### src/rtl/uart_pkg.sv
// rtl/uart_pkg.sv - shared UART controller FSM states and parameter defaults
package uart_pkg;

    localparam logic [0:0] S_WAIT = 1'b0;
    localparam logic [0:0] S_ACK  = 1'b1;

    localparam int DEPTH_DEF     = 8;
    localparam int ERR_W_DEF     = 8;
    localparam int IDLE_CLKS_DEF = 1024;

endpackage

### src/rtl/uart_rx_fifo.sv
// rtl/uart_rx_fifo.sv - synchronous first-word-fall-through byte FIFO
module uart_rx_fifo
    import uart_pkg::*;
#(
    parameter int DEPTH = DEPTH_DEF,
    parameter int W     = 8,
    localparam int AW   = $clog2(DEPTH)
) (
    input  logic          i_clk,
    input  logic          i_rst_n,
    input  logic          i_push,
    input  logic [W-1:0]  i_data,
    input  logic          i_pop,
    output logic [W-1:0]  o_data,
    output logic          o_full,
    output logic          o_empty,
    output logic [AW:0]   o_level
);

    logic [W-1:0] mem_q [DEPTH];
    logic [AW:0]  wr_ptr_q, rd_ptr_q;
    logic         push_ok, pop_ok;

    assign o_level = wr_ptr_q - rd_ptr_q;
    assign o_full  = (o_level == (AW+1)'(DEPTH));
    assign o_empty = (wr_ptr_q == rd_ptr_q);
    assign o_data  = mem_q[rd_ptr_q[AW-1:0]];

    // A push into a full FIFO is still accepted when the head leaves in the same cycle.
    assign pop_ok  = i_pop && !o_empty;
    assign push_ok = i_push && (!o_full || pop_ok);

    always_ff @(posedge i_clk or negedge i_rst_n) begin
        if (!i_rst_n) begin
            wr_ptr_q <= '0;
            rd_ptr_q <= '0;
            for (int i = 0; i < DEPTH; i++) begin
                mem_q[i] <= '0;
            end
        end else begin
            if (push_ok) begin
                mem_q[wr_ptr_q[AW-1:0]] <= i_data;
                wr_ptr_q                <= wr_ptr_q + 1'b1;
            end
            if (pop_ok) begin
                rd_ptr_q <= rd_ptr_q + 1'b1;
            end
        end
    end

endmodule

### src/rtl/uart_rx_ctrl.sv
// rtl/uart_rx_ctrl.sv - UART RX handshake controller, FIFO drain and status (option: UART_RX_CTRL_TIMEOUT_EN)
module uart_rx_ctrl
    import uart_pkg::*;
#(
    parameter int DEPTH     = DEPTH_DEF,
    parameter int ERR_W     = ERR_W_DEF,
    parameter int IDLE_CLKS = IDLE_CLKS_DEF,
    localparam int AW       = $clog2(DEPTH)
) (
    input  logic             i_clk,
    input  logic             i_rst_n,
    input  logic [7:0]       i_rx_data,
    input  logic             i_rx_avail,
    input  logic             i_rx_err,
    output logic             o_rx_ack,
    output logic [7:0]       o_data,
    output logic             o_valid,
    input  logic             i_ready,
    output logic [AW:0]      o_level,
    output logic             o_overflow,
    output logic [ERR_W-1:0] o_err_cnt,
    input  logic             i_clr,
    output logic             o_idle
);

    logic [0:0]       state_q, state_d;
    logic             ack_q, ack_d;
    logic             ovf_q, ovf_d;
    logic [ERR_W-1:0] err_cnt_q, err_cnt_d;
    logic             capture, push_byte, err_evt;
    logic             pop, full, empty;

    // Only S_WAIT captures, so a level still high during S_ACK is never taken twice.
    always_comb begin
        state_d = state_q;
        capture = 1'b0;
        if (state_q == S_WAIT) begin
            if (i_rx_avail || i_rx_err) begin
                capture = 1'b1;
                state_d = S_ACK;
            end
        end else begin
            if (!i_rx_avail && !i_rx_err) begin
                state_d = S_WAIT;
            end
        end
    end

    assign ack_d     = (state_d == S_ACK);
    assign push_byte = capture && i_rx_avail && !i_rx_err;
    assign err_evt   = capture && i_rx_err;
    assign pop       = !empty && i_ready;

    always_comb begin
        ovf_d     = ovf_q;
        err_cnt_d = err_cnt_q;
        if (i_clr) begin
            ovf_d     = 1'b0;
            err_cnt_d = '0;
        end else begin
            if (push_byte && full && !pop) begin
                ovf_d = 1'b1;
            end
            if (err_evt && (err_cnt_q != {ERR_W{1'b1}})) begin
                err_cnt_d = err_cnt_q + 1'b1;
            end
        end
    end

    always_ff @(posedge i_clk or negedge i_rst_n) begin
        if (!i_rst_n) begin
            state_q   <= S_WAIT;
            ack_q     <= 1'b0;
            ovf_q     <= 1'b0;
            err_cnt_q <= '0;
        end else begin
            state_q   <= state_d;
            ack_q     <= ack_d;
            ovf_q     <= ovf_d;
            err_cnt_q <= err_cnt_d;
        end
    end

    uart_rx_fifo #(
        .DEPTH (DEPTH),
        .W     (8)
    ) u_fifo (
        .i_clk   (i_clk),
        .i_rst_n (i_rst_n),
        .i_push  (push_byte),
        .i_data  (i_rx_data),
        .i_pop   (pop),
        .o_data  (o_data),
        .o_full  (full),
        .o_empty (empty),
        .o_level (o_level)
    );

    assign o_rx_ack   = ack_q;
    assign o_valid    = !empty;
    assign o_overflow = ovf_q;
    assign o_err_cnt  = err_cnt_q;

`ifdef UART_RX_CTRL_TIMEOUT_EN
    localparam int IDLE_W = $clog2(IDLE_CLKS + 1);

    logic [IDLE_W-1:0] idle_cnt_q, idle_cnt_d;
    logic              armed_q, armed_d;
    logic              hit;

    // Counter holds cycles since the last capture; it only runs once a byte has armed it.
    assign hit = armed_q && (idle_cnt_q == IDLE_W'(IDLE_CLKS));

    always_comb begin
        idle_cnt_d = idle_cnt_q;
        armed_d    = armed_q;
        if (capture) begin
            idle_cnt_d = '0;
            if (push_byte) begin
                armed_d = 1'b1;
            end
        end else if (hit) begin
            armed_d = 1'b0;
        end else if (armed_q) begin
            idle_cnt_d = idle_cnt_q + 1'b1;
        end
    end

    always_ff @(posedge i_clk or negedge i_rst_n) begin
        if (!i_rst_n) begin
            idle_cnt_q <= '0;
            armed_q    <= 1'b0;
        end else begin
            idle_cnt_q <= idle_cnt_d;
            armed_q    <= armed_d;
        end
    end

    assign o_idle = hit;
`else
    assign o_idle = 1'b0 & (IDLE_CLKS > 0);
`endif

endmodule

### config.mk
export PLATFORM = sky130hd
export DESIGN_NAME = uart_rx_ctrl
export DESIGN_NICKNAME = d
export VERILOG_FILES = /design/src/rtl/uart_pkg.sv /design/src/rtl/uart_rx_fifo.sv /design/src/rtl/uart_rx_ctrl.sv
export SDC_FILE = /design/constraint.sdc
export NUM_CORES = 1
export LEC_CHECK = 0
export BUFFER_PORTS_ARGS = -buffer_cell sky130_fd_sc_hd__buf_2
export CORE_ASPECT_RATIO = 1.2
export CORE_MARGIN = 1
export CORE_UTILIZATION = 59
export DETAILED_ROUTE_END_ITERATION = 8
export MAX_ROUTING_LAYER = met4
export PLACE_DENSITY = 0.75
export SLEW_MARGIN = 15
export SYNTH_ARGS = -nofsm -noshare
export SYNTH_HDL_FRONTEND = slang
export SYNTH_HIERARCHICAL = 1
export SYNTH_SLANG_ARGS = --single-unit
### constraint.sdc
create_clock -name i_clk -period 4.6 [get_ports i_clk]
set_clock_uncertainty 0.05 [all_clocks]
set_input_delay 0.92 -clock i_clk [delete_from_list [all_inputs] [get_ports i_clk]]
set_output_delay 0.92 -clock i_clk [all_outputs]
set_load 0.05 [all_outputs]
; After elaboration in Yosys (flattened, before gate mapping)
; Index checks and enable logic that the tools add are counted.
; W data, S select, Z words.
[totals]
register_bits = 82
in_bits = 14
out_inout_bits = 24
wordCells = 59
[op_classes]
n_addsub = 4
order_cmp = 3
eq_ne = 3
mux = 14
bitwise_logic = 2
n_reduce_logical = 20
[ops]
columns = op, count
row1 = $bwmux W64, 1
row2 = $mux W8, 5
row3 = $bmux W8 S3, 1
row4 = $demux W8 S3, 1
row5 = $logic_and A1 B1 Y1, 11
row6 = $add A4 B1 Y4 const B, 2
row7 = $add A8 B1 Y8 const B, 1
row8 = $ge A4 B4 Y1 const B, 2
row9 = $ne A8 B8 Y1 const B, 1
row10 = $not A3 Y4, 2
row11 = $mux W1, 6
row12 = $logic_not A1 Y1, 5
row13 = $eq A4 B4 Y1, 1
row14 = $eq A4 B4 Y1 const B, 1
row15 = $lt A4 B1 Y1 const B, 1
row16 = $reduce_bool A2 Y1, 2
row17 = $sub A4 B4 Y4, 1
row18 = $logic_or A1 B1 Y1, 2

; Longest topological paths before layout
[depth]
word_depth = 9
depth_mapped = 13
ltp_nobuf = 10

; Cells and area by module
; The synthesis kept the hierarchy.
[by_module_without_submodules]
columns = mod, instances, cells_each, area_per_inst_um2
row1 = uart_rx_fifo, 1, 236, 3460.8
row2 = uart_rx_ctrl, 1, 52, 536.8

; Least setup slack after synthesis
; OpenSTA, ideal clock, no wires.
[synth_timing]
path_kind = reg-to-reg
startpoint = register u_fifo.rd_ptr_q[1]
endpoint = register u_fifo/mem_q[40] (netlist bit)
setup_ns = 0.125
arrival_time_ns = 3.709
slack_ns = 0.716
path_stages_with_launch = 12
n_path_buf = 4
period_less_slack_ns = 3.884
cell_sequence = dfrtp_1 -> clkbuf_1 -> clkbuf_1 -> inv_1 -> fa_1 -> xor2_1 -> or3_1 -> o41ai_2 -> buf_6 -> or4b_4 -> buf_6 -> mux2_4
[synth_via]
elab_cells_between_ends = 9
cone_classes = add/sub (1) / eq/ne (2) / reduce/logical (6)
[synth_rtl]
columns = element, line
row1 = start: declaration, uart_rx_fifo.sv:21  ; logic [AW:0] wr_ptr_q, rd_ptr_q;
row2 = start signal: assignment, uart_rx_fifo.sv:46  ; rd_ptr_q <= rd_ptr_q + 1'b1;
row3 = $sub A4 B4 Y4, uart_rx_fifo.sv:24  ; assign o_level = wr_ptr_q - rd_ptr_q;
row4 = named net o_level[2], uart_rx_ctrl.sv:19  ; output logic [AW:0] o_level,
row5 = $eq A4 B4 Y1, uart_rx_fifo.sv:25  ; assign o_full = (o_level == (AW+1)'(DEPTH));
row6 = $logic_not A1 Y1, uart_rx_fifo.sv:31  ; assign push_ok = i_push && (!o_full || pop_ok);
row7 = $logic_or A1 B1 Y1, uart_rx_fifo.sv:31
row8 = $logic_and A1 B1 Y1, uart_rx_fifo.sv:31
row9 = end signal: indexed assignment, uart_rx_fifo.sv:42  ; mem_q[wr_ptr_q[AW-1:0]] <= i_data;
row10 = end: declaration, uart_rx_fifo.sv:20  ; logic [W-1:0] mem_q [DEPTH];
; The timed path passes the listed nets, and every way through them passes these cells.
; A chain may end at the register's enable or synchronous reset.

; Worst setup path in the final report
[layout_timing]
startpoint = register u_fifo.rd_ptr_q[2]
endpoint = register u_fifo/mem_q[30] (netlist bit)
[layout_via]
elab_chain_len = 6
elab_cells_between_ends = 9
cone_classes = add/sub (1) / eq/ne (2) / reduce/logical (6)
[layout_lines]
columns = element, line
row1 = $eq A4 B4 Y1, uart_rx_fifo.sv:26  ; assign o_empty = (wr_ptr_q == rd_ptr_q);
row2 = named net empty, uart_rx_ctrl.sv:31  ; logic pop, full, empty;
row3 = $logic_not A1 Y1, uart_rx_ctrl.sv:52  ; assign pop = !empty && i_ready;
row4 = $logic_and A1 B1 Y1, uart_rx_ctrl.sv:52
row5 = named net pop, uart_rx_ctrl.sv:31
row6 = $logic_and A1 B1 Y1, uart_rx_fifo.sv:30  ; assign pop_ok = i_pop && !o_empty;
row7 = $logic_or A1 B1 Y1, uart_rx_fifo.sv:31
row8 = $logic_and A1 B1 Y1, uart_rx_fifo.sv:31
; The timed path passes the listed nets, and every way through them passes these cells.

==> results.md <==
* Non-filler instance count after layout at between 400 and 500
* H-tree lvl count at 3
* Period utilisation layout at 77.8%
* CTS Hold Bufs at 0
* First-pass GRT wire length at 12,100 µm
* CP max stage cell: or4b_1
* WS Path Type: reg2reg
* Final-report hold violation count at 0
* Synth cell types at 50
* Post-cts repair resize count at 0
* Grt ovf at 0
* Layout cells sized above 1 at about 46%
* Number of setup buffers added after CTS at 0
* Root Driver: clkbuf_8
* Clock sink total at between 80 and 90
* Max-Cap Viols at 0
* Setup TNS at 0 ns
* Status: complete, no violations
* I/O pins at 38
* Final setup viols at 0
* Worst-margin pin slew at around 1.0 ns
* Synth area leaders: dfrtp_1 (51%), mux2_2 (16%), mux4_2 (9.0%)
* Iteration count of the initial detailed-routing pass at 4
* Vias/cell at 5.73
* Largest net degree at the start of global routing at 83
* P&R area growth vs syn at 11.0%
* Iter 0 DRT Violations at between 100 and 150
* Register area share after synthesis at 51.3%
* Die X-Extent at 77.1 µm
* # diodes at 0
* Post-Syn Instances at 288
* Clock Tree Buf Depth at 2
* Starting density of the core at 61.6%
* Main synth FF type: dfrtp_1
* Number of buffers created by CTS at 9
* Crit end category: flop
* Max stage delay on crit path at 0.73 ns
* CP Data Required Time at between 4 and 5 ns
* Residual DRC at 0
* Cell Chain, Critical Path: clkinv_1 -> ha_1 -> nand3_1 -> nor2_1 -> nor2b_1 -> o21a_2 -> o41ai_2 -> buf_4 -> or4b_1 -> mux2_2
* Syn Area/Cell at roughly 14 µm²
* Die Height at roughly 92 µm
* Final ANT Viol Nets at 0
* Vias in the first global route at 2,338
* Relative slew slack at between 30% and 40%
* Critical Path Fanout Max at 11
* Yosys top cell by area: dfrtp_1
* WL final at 7410 µm
* Wirelength per Cell at roughly 18 µm
* Design area at roughly 4400 µm²
* Share of the synthesized area in the top cell type at between 50% and 60%
* EDFF count, synth at 0
* WP data arrival at ~3.8 ns
* Overall power at 2.91 mW
* Crit path launch type: flop
* P_leak at ~2.2 nW
* Commonest non-fill, non-tap cell in the layout: dfrtp_1
* RSZ-0062 raised after global routing: no
* DP Cell Count at a little under 400
* Async set-reset flop share out of synthesis at between 90% and 100%
* Number of synthesized register bits at 82
* Minimum clock period at 3.58 ns
* Placed cell area at about 4200 µm²
* Dpl ws at roughly 1.0 ns
* Placer congestion estimate at between 0.8 and 0.9
* DP Wirelength at around 4700 µm
* Worst hold path class: reg2reg
* Final net count at around 350
* Port bufs at 36
* Floorplan core area at between 6000 and 7000 µm²
* GRT Overall Usage at a little under a quarter
* Commonest cells after routing, fill and taps aside: dfrtp_1 (82), mux2_2 (57), buf_2 (35), nand2_1 (28), mux4_2 (16)
* Via count at approximately 2.4k
* Final worst slack at around 1.0 ns
* Clock slew at reported path FFs at 0.08 ns
* CTS tree: built
* Netlist Area Pre-Place at about 4000 µm²
* Final Max Slew Viols at 0
* DIE AREA at between 7000 and 8000 µm²
* Synth warnings at 6
* Max Freq at around 0.28 GHz
* Worst-skew pair later-pin latency at around 0.35 ns
* Rows at 32
* Pwr Density at between 600 and 700 nW/µm²
* VDD IR max at 746 µV
* Initial antenna violation count at 0
* Post-Syn Nets at slightly above 300
==> registers in the layout (all words and copies together), names as in the netlist <==
register and cells:
o_err_cnt 8, u_fifo/wr_ptr_q 4, u_fifo/mem_q 64, u_fifo/rd_ptr_q 4, o_rx_ack 1, o_overflow 1
==> critical path, delay by kind of cell, from the launching register on <==
family	cells	cell delay [ns]
adders and majority gates	1	0.46
muxes	1	0.36
and+or+nand+nor	4	1.07
AOI/OAI and AO/OA	2	0.29
DFF	1	0.60
buffers and inverters	2	0.62
==> per-stage QoR <==
| stage | utilization [%] | hold slack (ns) |
|---|---|---|
| 2_1_floorplan | - | 0.424 |
| 3_3_place_gp | 65.4 | 0.420 |
| 3_5_place_dp | 65.4 | 0.439 |
| 4_1_cts | 68.4 | 0.458 |
| 5_1_grt | 68.4 | 0.463 |
| 6_report | 68.4 | 0.457 |
==> per-layer routing <==
layer,share of wire [%],vias up,GRT usage (%)
met5,0,-,-
met1,47,1225,33.3
met3,3.4,8,5.17
met4,1.3,0,8.49
met2,48,37,34.5
li1,-,1103,-
==> synthesized netlist by cell type (2+ instances only) <==
cell type  count
dfrtp_1       82
mux2_2        57
nand2_1       28
mux4_2        16
nor2_1        10
mux2_4         8
xor2_1         8
inv_1          7
clkbuf_1       6
ha_1           6
a21oi_1        5
buf_2          5
xnor2_1        4
or4_1          3
buf_6          2
nand3_1        2
nand4_1        2
nor2b_1        2
o211ai_1       2
o21ai_0        2
or3_1          2
==> report_power, final <==
part	total, mW	internal [mW]	switching, mW
Sequential	1.09	0.935	0.157
Combinational	1.30	0.516	0.787
Clock	0.511	0.264	0.247
Total	2.91	1.72	1.19
==> worst paths after layout <==
check / slack [ns] / end / depth (start not counted) / from
worst max-delay path: 1.02 / u_fifo/mem_q[30]$_DFFE_PN0P_ / 10 / u_fifo/rd_ptr_q[2]$_DFFE_PN0P_
worst min-delay path: 0.46 / u_fifo/mem_q[7]$_DFFE_PN0P_ / 1 / u_fifo/mem_q[7]$_DFFE_PN0P_
worst max register to register: 1.02 / u_fifo/mem_q[30]$_DFFE_PN0P_ / 10 / u_fifo/rd_ptr_q[2]$_DFFE_PN0P_
worst min register to register: 0.46 / u_fifo/mem_q[7]$_DFFE_PN0P_ / 1 / u_fifo/mem_q[7]$_DFFE_PN0P_
max in group asynchronous: 3.15 / u_fifo/mem_q[52]$_DFFE_PN0P_ / 1 / i_rst_n
min in group asynchronous: 0.68 / o_overflow$_DFFE_PN0P_ / 1 / i_rst_n
==> area by class of cell <==
type | count | area (µm²)
fillers | 482 | 2050
clock buffers | 11 | 141
inverters | 8 | 30.0
repair buffers | 40 | 213
well taps | 85 | 106
multi-input cells | 183 | 1840
clock inverters | 5 | 53.8
flip-flops and latches | 82 | 2050
==> cell families (layout without fill, tap and decap cells) <==
| family | count (synthesis) | in the layout | share of synthesized area [%] |
|---|---|---|---|
| other cells | 1 | 1 | 0.0938 |
| mux | 82 | 82 | 28.3 |
| compound gates | 14 | 14 | 2.50 |
| fa+ha+maj | 7 | 7 | 2.38 |
| buf+inv | 23 | 64 | 2.79 |
| xor+xnor | 13 | 13 | 3.04 |
| simple gates | 66 | 66 | 9.55 |
| flops | 82 | 82 | 51.3 |
(Power assumes the default switching activity.)
